$ cat config.mk
export PLATFORM = sky130hd
export DESIGN_NAME = sequence_generator
export DESIGN_NICKNAME = d
export VERILOG_FILES = /design/src/rtl/sequence_generator.sv
export SDC_FILE = /design/constraint.sdc
export NUM_CORES = 1
export LEC_CHECK = 0
export BUFFER_PORTS_ARGS = -buffer_cell sky130_fd_sc_hd__buf_2
export CAP_MARGIN = 20
export CELL_PAD_IN_SITES_DETAIL_PLACEMENT = 0
export CELL_PAD_IN_SITES_GLOBAL_PLACEMENT = 1
export CORE_MARGIN = 5
export CORE_UTILIZATION = 45
export DETAILED_ROUTE_END_ITERATION = 10
export PLACE_DENSITY_LB_ADDON = 0.08
export SLEW_MARGIN = 25
export SYNTH_ARGS = -nofsm -noshare
export SYNTH_HDL_FRONTEND = slang
export SYNTH_SLANG_ARGS = --single-unit
$ cat constraint.sdc
create_clock -name clk -period 4.4 [get_ports clk]
set_input_delay 0.88 -clock clk [delete_from_list [all_inputs] [get_ports clk]]
set_output_delay 0.88 -clock clk [all_outputs]
set_load 0.01 [all_outputs]
$ cat src/rtl/sequence_generator.sv
// rtl/sequence_generator.sv - framed serial generator: preamble, MSB-first payload, one-cycle gap.
module sequence_generator #(
   parameter int                  PAT_LEN = 4,
   parameter logic [PAT_LEN-1:0]  PATTERN = 4'b1010,
   parameter int                  DATA_W  = 8
) (
   input  logic              clk,
   input  logic              reset,
   input  logic              start,
   input  logic [DATA_W-1:0] data_in,
   output logic              out,
   output logic              ready,
   output logic              busy,
   output logic              done
);

   localparam int MAX_LEN = (PAT_LEN > DATA_W) ? PAT_LEN : DATA_W;
   localparam int CNT_W   = $clog2(MAX_LEN) + 1;

   typedef enum logic [1:0] {
      IDLE     = 2'd0,
      PREAMBLE = 2'd1,
      DATA     = 2'd2,
      GAP      = 2'd3
   } state_t;

   state_t              state, state_n;
   logic [CNT_W-1:0]    cnt, cnt_n;
   logic [DATA_W-1:0]   shreg, shreg_n;
   logic                out_n, done_n;
   logic [PAT_LEN-1:0]  pat_shift;

   always_ff @(posedge clk or posedge reset) begin
      if (reset) begin
         state <= IDLE;
         cnt   <= '0;
         shreg <= '0;
         out   <= 1'b0;
         done  <= 1'b0;
      end else begin
         state <= state_n;
         cnt   <= cnt_n;
         shreg <= shreg_n;
         out   <= out_n;
         done  <= done_n;
      end
   end

   // out and done are registered, so they are derived from the next-state values.
   always_comb begin
      state_n   = state;
      cnt_n     = cnt;
      shreg_n   = shreg;
      out_n     = 1'b0;
      done_n    = 1'b0;
      pat_shift = '0;

      case (state)
         IDLE, GAP: begin
            if (start) begin
               state_n = PREAMBLE;
               cnt_n   = '0;
               shreg_n = data_in;
            end else begin
               state_n = IDLE;
            end
         end
         PREAMBLE: begin
            if (cnt == CNT_W'(PAT_LEN - 1)) begin
               state_n = DATA;
               cnt_n   = '0;
            end else begin
               cnt_n = cnt + 1'b1;
            end
         end
         DATA: begin
            if (cnt == CNT_W'(DATA_W - 1)) begin
               state_n = GAP;
               cnt_n   = '0;
            end else begin
               cnt_n   = cnt + 1'b1;
               shreg_n = shreg << 1;
            end
         end
         default: state_n = IDLE;
      endcase

      pat_shift = PATTERN << cnt_n;
      case (state_n)
         PREAMBLE: out_n = pat_shift[PAT_LEN-1];
         DATA:     out_n = shreg_n[DATA_W-1];
         default:  out_n = 1'b0;
      endcase
      done_n = (state_n == GAP);
   end

   assign ready = (state == IDLE) || (state == GAP);
   assign busy  = (state != IDLE);

endmodule
==> impl_metrics.ini, run 1 <==
[cells_and_area]
stdcell_area_sq_um = 1050
layout-drive-gt1-share_pct = 22.0
antennaDiodeCount = 0
fin_nets = 129
syn2layout_area_growth_pct = 12.5
fillers = 194

[logic_synthesis]
ys_seq_elements = 16
post-synth-top-count-cell = dfrtp_1
netlist_area_sq_um = 931
ys_types = 33
synth_seq_area_share_pct = 43.0
synth_top_family_by_area = compound AO/OA/AOI/OAI gates
synth_flop_cell = dfrtp_1
synth_top_area_share_pct = 43.0
synthCells = 95
yosysWarnings = 0
async_reset_ff_share_pct = 100
synthesis.nets = 114
yosysTopAreaCell = dfrtp_1
synth_compound_area_share_pct = 22.4
synth_area_leaders = dfrtp_1 43%, ha_1 11%, a222oi_1 6.5%
synthXorXnorAreaFrac_pct = 0.941
syn_avg_cell_area_sq_um = 9.80
synth.top_cells.by_count = 16 x dfrtp_1, 13 x inv_1, 8 x ha_1, 8 x o21ai_0
synth-simple-area-share_pct = 15.1
synth_edf_count = 0
synthAdderAreaFrac_pct = 10.8
synth_mux_area_share_pct = 0

[global_route]
grt_overflow = 0
grt_pass1_wl_um = 3170
grt_max_degree = 17
antenna_found_initial = 0
track_usage_pct = 13.3
grt_pass1_vias = 708

[worst_setup_path]
reg2reg_depth = 10
crit_start = state[0]
worstPathRequired_ns = 3.52
worst_path_max_delay_cell = ha_1
cp_max_fo = 8
cp_top_family = adder cells
worst-path-buf-inv = 3
reg2reg_slack_ns = 2.11
startpoint_type = register
end_kind = output port
setup.worst_path.end = ready
arrival_ns = 1.61
path_class = reg2out
crit_top_cell = inv_1
max_stage_delay_ns = 0.47
r2r_end = out
r2r_start = cnt[0]
cp.depth = 4
crit_chain = inv_1 -> ha_1 -> inv_1 -> buf_2

[die]
initial_core_util_pct = 47.4
ios = 15
row_count = 16
dieArea_sq_um = 3080
die_h_um = 55.5
die_width_um = 55.5
core_sq_um = 1960

[flow_run]
drv_cap = 0

[outcome]
status = completed

[clock_tree]
cts_setup_buffers = 0
clk_latency_ns = 0.29
ctsRootBufferMaster = clkbuf_4
cts_tree = done
ctsHoldBuffers = 0
numCtsBuffers = 3
ctsHtreeMaxLevel = 1
cts_max_path_buffers = 2
clkSinkCount = 16
clk_pin_slew_ns = 0.09
cts_resized = 0

[timing]
layout_min_cycle_time_ns = 2.49
max_slew_margin_pct = 57.3
grt_setup_unrepaired = false
tns_ns = 0
fmaxAchievable_ghz = 0.402
final_max_slew_viol_count = 0
hold_viol_final = 0
setup_ws_ns = 1.91
min_period_over_period_pct = 56.6
setup_viol = 0
worst_pin_slew_ns = 0.639
finClkSkew_ns = 0.00184

[power]
pwr-share-clk_pct = 17.6
leakagePower_nw = 0.569
p_switching_uw = 215
p_int_uw = 343
p_per_area_nw_per_um2 = 532
power_frac_comb_pct = 42.5
peakVddDrop_mv = 0.276
sw_frac_of_total_pct = 38.5
pwr-share-seq_pct = 39.9

[placement]
placed_cell_area_sq_um = 1010
place_worst_setup_slack_ns = 2.14
place_congestion = 0.752
io_buffers = 14
post-dp-hpwl_um = 1390

[min_path]
holdPathStages = 2
hp-class = reg2reg

[drt]
routed_wirelength_um = 1870
wl_per_cell_um = 13.8
drc_errors = 0
drt_iter0_markers = 43
drtAntennaViolNets = 0
routed-via-count = 735
vias_per_cell = 5.40
first_pass_iters = 4
-- power groups by stage --
stage               combinational (mW)  clock, mW  sequential (mW)
floorplan                        0.189          0            0.216
global placement                 0.239          0            0.224
detailed placement               0.240          0            0.225
CTS                              0.240      0.103            0.223
global route                     0.270      0.110            0.230
finish                           0.237     0.0980            0.222
-- cell type report --
type | instances | area [sq um] | area share, %
Multi-Input combinational cell | 62 | 458 | 43.7
Sequential cell | 16 | 400 | 38.2
Timing Repair Buffer | 14 | 70.1 | 6.69
Inverter | 13 | 48.8 | 4.66
Clock buffer | 4 | 36.3 | 3.46
Tap cell | 27 | 33.8 | 3.23
-- cell usage in the layout (no fill, tap or decap), drive strengths merged, types with 2 or more instances in the layout --
| cell type | count |
|---|---|
| dfrtp | 16 |
| buf | 14 |
| inv | 13 |
| o21ai | 9 |
| ha | 8 |
| nand2 | 6 |
| a222oi | 6 |
| nor2 | 5 |
| clkbuf | 4 |
| a21o | 3 |
| nor3 | 3 |
| nor2b | 3 |
| and3 | 2 |
| a31oi | 2 |
| a21oi | 2 |
-- how the worst min path moves through the flow --
| stage | start | endpoint |
|---|---|---|
| floorplan | shreg[3] | shreg[3] |
| global placement | shreg[0] | shreg[1] |
| detailed placement | shreg[0] | shreg[1] |
| CTS | shreg[0] | shreg[1] |
| global route | shreg[0] | shreg[0] |
| finish | shreg[0] | shreg[1] |
-- cells by family after synthesis --
logic type / Yosys count
AOI/OAI and AO/OA: 29
xor gates and xnor gates: 1
adders and majority gates: 8
buffers and inverters: 17
DFF: 16
and+or+nand+nor: 24
-- tightest hold or removal path, delay by kind of cell, from the launching register on --
| family | cells | cell delay, ns |
|---|---|---|
| flip-flops | 1 | 0.36 |
| AO/OA/AOI/OAI | 1 | 0.06 |
| buffers and inverters | 1 | 0.05 |
-- state kept, by name (all words and copies together) (netlist names) --
signal	flops
shreg	8
done	1
out	1
cnt	4
state	2
-- layer usage --
metal,track usage (%),vias up,wire length (um)
li1,-,373,-
met1,18.4,338,961
met2,18.8,19,782
met3,3.26,5,90
met4,7.29,0,38
met5,0,-,0
-- metrics by stage --
stage,instances,total power [mW],hold WS (ns),util [%]
finish,136,0.558,0.500,53.4
global route,136,0.610,0.534,53.4
global placement,132,0.462,0.477,51.5
detailed placement,132,0.464,0.481,51.5
floorplan,95,0.406,0.455,-
CTS,136,0.565,0.507,53.4
Note: power is estimated with default switching activity, not from simulation.
==> run 2: changes to the inputs <==
--- a/config.mk
+++ b/config.mk
@@ -9,8 +9,9 @@
 export CAP_MARGIN = 20
 export CELL_PAD_IN_SITES_DETAIL_PLACEMENT = 0
 export CELL_PAD_IN_SITES_GLOBAL_PLACEMENT = 1
+export CORE_ASPECT_RATIO = 0.6
 export CORE_MARGIN = 5
-export CORE_UTILIZATION = 45
+export CORE_UTILIZATION = 41
 export DETAILED_ROUTE_END_ITERATION = 10
 export PLACE_DENSITY_LB_ADDON = 0.08
 export SLEW_MARGIN = 25
==> constraint.sdc (replaced) <==
create_clock -name clk -period 2.48 [get_ports clk]
set_input_delay 0.496 -clock clk [delete_from_list [all_inputs] [get_ports clk]]
set_output_delay 0.496 -clock clk [all_outputs]
set_load 0.01 [all_outputs]
==> run 2 against run 1 <==
Cell area grew 2.2%. Wire length grew 3.2%. Register-to-register slack lost 1.9 ns. Flip-flop and latch count is the same. Largest cell class unchanged.
==> impl_metrics.ini, run 2 (same netlist as run 1, synthesis figures left out) <==
[clock_tree]
ctsRootBufferMaster = clkbuf_8
clk_pin_slew_ns = 0.07
cts_resized = 0
ctsHtreeMaxLevel = 1
cts_max_path_buffers = 2
cts_setup_buffers = 0
numCtsBuffers = 3
clk_latency_ns = 0.25
cts_tree = done
clkSinkCount = 16
ctsHoldBuffers = 0

[worst_setup_path]
reg2reg_slack_ns = 0.22
max_stage_delay_ns = 0.40
r2r_end = out
crit_chain = ha_1 -> nor2b_2 -> nand2_1 -> inv_1 -> o21ai_0 -> a31oi_1 -> ha_1 -> nand3b_1 -> nor3_1 -> a32o_1
end_kind = register
path_class = reg2reg
crit_top_cell = ha_1
worstPathRequired_ns = 2.67
cp_max_fo = 5
reg2reg_depth = 10
worst_path_max_delay_cell = dfrtp_1
r2r_start = cnt[0]
startpoint_type = register
arrival_ns = 2.45

[die]
dieArea_sq_um = 3350
row_count = 13
initial_core_util_pct = 43.0
die_h_um = 46.9
core_sq_um = 2160
ios = 15
die_width_um = 71.5

[timing]
final_max_slew_viol_count = 0
fmaxAchievable_ghz = 0.442
tns_ns = 0
setup_ws_ns = 0.216
setup_viol = 0
layout_min_cycle_time_ns = 2.26
max_slew_margin_pct = 59.2
timing.hold.ws_ns = 0.307
worst_pin_slew_ns = 0.611
grt_setup_unrepaired = false
finClkSkew_ns = 0.00336
hold_viol_final = 0
min_period_over_period_pct = 91.3

[power]
p_per_area_nw_per_um2 = 987
peakVddDrop_mv = 0.329
leakagePower_nw = 0.577

[placement]
placed_cell_area_sq_um = 1010
post-dp-hpwl_um = 1470
place_congestion = 0.733
place_worst_setup_slack_ns = 0.274
io_buffers = 14

[cells_and_area]
stdcell_area_sq_um = 1070
antennaDiodeCount = 0
final_cell_mix = 16 x dfrtp_1, 14 x buf_2, 13 x inv_1
fillers = 211
fin_nets = 129
final_common_cell = dfrtp_1
layout-drive-gt1-share_pct = 22.0
reg_top3 = shreg x8, cnt x4, state x2
largest_reg_flops = 8
syn2layout_area_growth_pct = 14.9
top_register = shreg

[min_path]
hp-class = in2async

[global_route]
grt_max_degree = 17
track_usage_pct = 13.2
antenna_found_initial = 0
grt_overflow = 0
grt_pass1_wl_um = 3370
grt_pass1_vias = 696

[drt]
drtAntennaViolNets = 0
first_pass_iters = 5
drc_errors = 0
routed-via-count = 728
routed_wirelength_um = 1930
drt_iter0_markers = 72
vias_per_cell = 5.24
wl_per_cell_um = 13.9

[flow_run]
drv_cap = 0

[outcome]
status = completed
==> run 2: cell count changes in the layout (fill, tap and decap cells not counted) <==
cell and change:
clkbuf_8 +3, clkbuf_4 -3
==> run 2: area by class of cell <==
type | instances | area, sq um | share of cell area, %
Clock buffer | 4 | 55.1 | 5.15
Inverter | 13 | 48.8 | 4.56
Multi-Input combinational cell | 62 | 458 | 42.8
Sequential cell | 16 | 400 | 37.4
Tap cell | 30 | 37.5 | 3.51
Timing Repair Buffer | 14 | 70.1 | 6.55
==> run 2: report_power, final <==
group / switching [mW] / internal [mW] / total (mW) / leakage [nW]
sequential: 0.0518 / 0.341 / 0.393 / 0.212
clock: 0.0937 / 0.141 / 0.235 / 0.0288
combinational: 0.249 / 0.180 / 0.429 / 0.337
total: 0.394 / 0.662 / 1.06 / 0.577
==> run 2: metrics by stage <==
| stage | utilization, % | cells | total power [mW] |
|---|---|---|---|
| 2_1_floorplan | - | 95 | 0.720 |
| 3_3_place_gp | 46.9 | 135 | 0.832 |
| 3_5_place_dp | 46.9 | 135 | 0.824 |
| 4_1_cts | 49.5 | 139 | 1.07 |
| 5_1_grt | 49.5 | 139 | 1.15 |
| 6_report | 49.5 | 139 | 1.06 |
==> run 2: worst max-delay path by stage <==
stage / from / endpoint / slack, ns / cells after the start
6_report: cnt[0] / out / 0.22 / 10
3_3_place_gp: cnt[0] / out / 0.29 / 10
3_5_place_dp: cnt[0] / out / 0.27 / 10
5_1_grt: cnt[0] / out / 0.002 / 10
4_1_cts: cnt[0] / out / 0.23 / 10
2_1_floorplan: cnt[0] / out / 0.46 / 10
==> run 2: worst max-delay path: cells and delay by family, from the launching register on <==
family                   cells  cell delay (ns)
AND/OR/NAND/NOR              4             0.61
flip-flops                   1             0.40
adder cells (fa/ha/maj)      2             0.54
AO/OA/AOI/OAI                3             0.60
buffers and inverters        1             0.06
==> run 2: metal layers <==
layer,vias up,track usage (%),wire length [um]
met1,340,20.4,1070
met3,0,5.34,121
met4,0,2.25,0
met5,-,0,0
met2,21,17.2,744
li1,367,-,-
==> run 3: changes to the inputs <==
--- a/config.mk
+++ b/config.mk
@@ -9,9 +9,10 @@
 export CAP_MARGIN = 20
 export CELL_PAD_IN_SITES_DETAIL_PLACEMENT = 0
 export CELL_PAD_IN_SITES_GLOBAL_PLACEMENT = 1
-export CORE_ASPECT_RATIO = 0.6
+export CORE_ASPECT_RATIO = 0.75
 export CORE_MARGIN = 5
-export CORE_UTILIZATION = 41
+export CORE_UTILIZATION = 44
+export CTS_BUF_LIST = sky130_fd_sc_hd__clkbuf_8
 export DETAILED_ROUTE_END_ITERATION = 10
 export PLACE_DENSITY_LB_ADDON = 0.08
 export SLEW_MARGIN = 25
==> run 3 against run 2 <==
Via count is 1.8% higher. First-iteration DRC count is 54% lower. Maximum frequency is 1.4% lower. Clock skew is 0.0044 ns higher. Clock-buffer cell count stayed put. Sequential power hardly changed. Core utilization is 3.6 points higher. Worst setup slack worse by 0.031 ns. Die area is 6.3% lower. Total power is 0.37% higher. Register-to-register slack worse by 0.03 ns. Global-route usage is 1.2 points higher.
==> impl_metrics.ini, run 3 (same netlist as run 1, synthesis figures left out) <==
[cells_and_area]
top_register = shreg
final_common_cell = dfrtp_1
final_cell_mix = 16 x dfrtp_1, 14 x buf_2, 13 x inv_1
fin_util_pct = 53.0
stdcell_count = 133
antennaDiodeCount = 0
reg_top3 = shreg x8, cnt x4, state x2
syn2layout_area_growth_pct = 14.8
fin_nets = 129
largest_reg_flops = 8
layout-drive-gt1-share_pct = 22.9

[timing]
setup_ws_ns = 0.185
max_slew_margin_pct = 58.7
layout_min_cycle_time_ns = 2.29
finClkSkew_ns = 0.00779
setup_viol = 0
grt_setup_unrepaired = false
fmaxAchievable_ghz = 0.436
timing.hold.ws_ns = 0.309
worst_pin_slew_ns = 0.618
final_max_slew_viol_count = 0
tns_ns = 0
min_period_over_period_pct = 92.5
hold_viol_final = 0

[clock_tree]
ctsHtreeMaxLevel = 1
numCtsBuffers = 3
clk_latency_ns = 0.25
ctsHoldBuffers = 0
ctsRootBufferMaster = clkbuf_8
clkSinkCount = 16
cts_max_path_buffers = 2
clk_pin_slew_ns = 0.07
cts_tree = done

[drt]
routed-via-count = 741
drt_iter0_markers = 33
drc_errors = 0
vias_per_cell = 5.57
routed_wirelength_um = 1980
first_pass_iters = 4
wl_per_cell_um = 14.9
drtAntennaViolNets = 0

[global_route]
antenna_found_initial = 0
use_met3_pct = 5.68
use_met1_pct = 19.9
grt_overflow = 0
track_usage_pct = 14.4
top_usage_layer = met2
met2_usage_pct = 21.2
grt_pass1_wl_um = 3610
grt_pass1_vias = 736
grt_max_degree = 17

[worst_setup_path]
startpoint_type = register
max_stage_delay_ns = 0.42
r2r_end = out
end_kind = register
reg2reg_slack_ns = 0.19
reg2reg_depth = 10
worst_path_max_delay_cell = dfrtp_1
cp_top_family = compound AO/OA/AOI/OAI gates
path_class = reg2reg
r2r_start = cnt[0]
cp_max_fo = 5
crit_chain = ha_1 -> nor2b_2 -> nand2_1 -> inv_1 -> o21ai_0 -> a31oi_2 -> ha_1 -> nand3b_1 -> nor3_1 -> a32o_1
arrival_ns = 2.48
crit_top_cell = ha_1
worstPathRequired_ns = 2.66
worst-path-buf-inv = 1

[power]
peakVddDrop_mv = 0.544
p_per_area_nw_per_um2 = 992
leakagePower_nw = 0.578

[placement]
io_buffers = 14
place_worst_setup_slack_ns = 0.269
post-dp-hpwl_um = 1470
dp_cells = 129
place_congestion = 0.746

[die]
dieArea_sq_um = 3150
core_sq_um = 2010
initial_core_util_pct = 46.2
row_count = 14
ios = 15
die_width_um = 63.1
die_h_um = 49.8

[min_path]
hp-class = in2async

[outcome]
status = completed

[flow_run]
drv_cap = 0
-- run 3: cell counts in the layout (fill, tap and decap cells not counted) --
No cell type changed its count.
-- run 3: stage by stage --
step           power [mW]  instance area [sq um]
2_1_floorplan       0.720                    931
3_3_place_gp        0.825                   1010
3_5_place_dp        0.825                   1010
4_1_cts              1.06                   1060
5_1_grt              1.15                   1070
6_report             1.06                   1070
-- run 3: repair_timing --
action                     4_1_cts  5_1_grt
setup endpoints to repair        0        1
buffers inserted                 0        0
resized for setup                0        1
-- run 3: worst max-delay path by stage --
| stage | start | endpoint | slack [ns] | cells past startpoint |
|---|---|---|---|---|
| finish | cnt[0] | out | 0.19 | 10 |
| global route | cnt[0] | out | 0.05 | 10 |
| CTS | cnt[0] | out | 0.21 | 10 |
| detailed placement | cnt[0] | out | 0.27 | 10 |
| global placement | cnt[0] | out | 0.34 | 10 |
| floorplan | cnt[0] | out | 0.46 | 10 |
-- run 3: metal layers --
metal	part of all wire (%)	wire length (um)
met5	0	0
met4	0.61	12
met3	5.9	116
met2	42	824
met1	52	1030
-- run 3: area by class of cell --
type / instances / area [sq um]
clock buffers: 4 / 55.1
fillers: 182 / 946
inverters: 13 / 48.8
multi-input cells: 62 / 464
flip-flops and latches: 16 / 400
well taps: 24 / 30.0
repair buffers: 14 / 70.1
-- run 3: worst reg2reg max path, delay by kind of cell, from the launching register on --
family                   cells  cell delay [ns]
AO/OA/AOI/OAI                3             0.63
adder cells (fa/ha/maj)      2             0.58
buffers and inverters        1             0.04
flip-flops                   1             0.42
AND/OR/NAND/NOR              4             0.56
-- run 3: report_power, final --
part / internal (mW) / switching, mW
Sequential: 0.341 / 0.0521
Clock: 0.141 / 0.0911
Combinational: 0.183 / 0.252
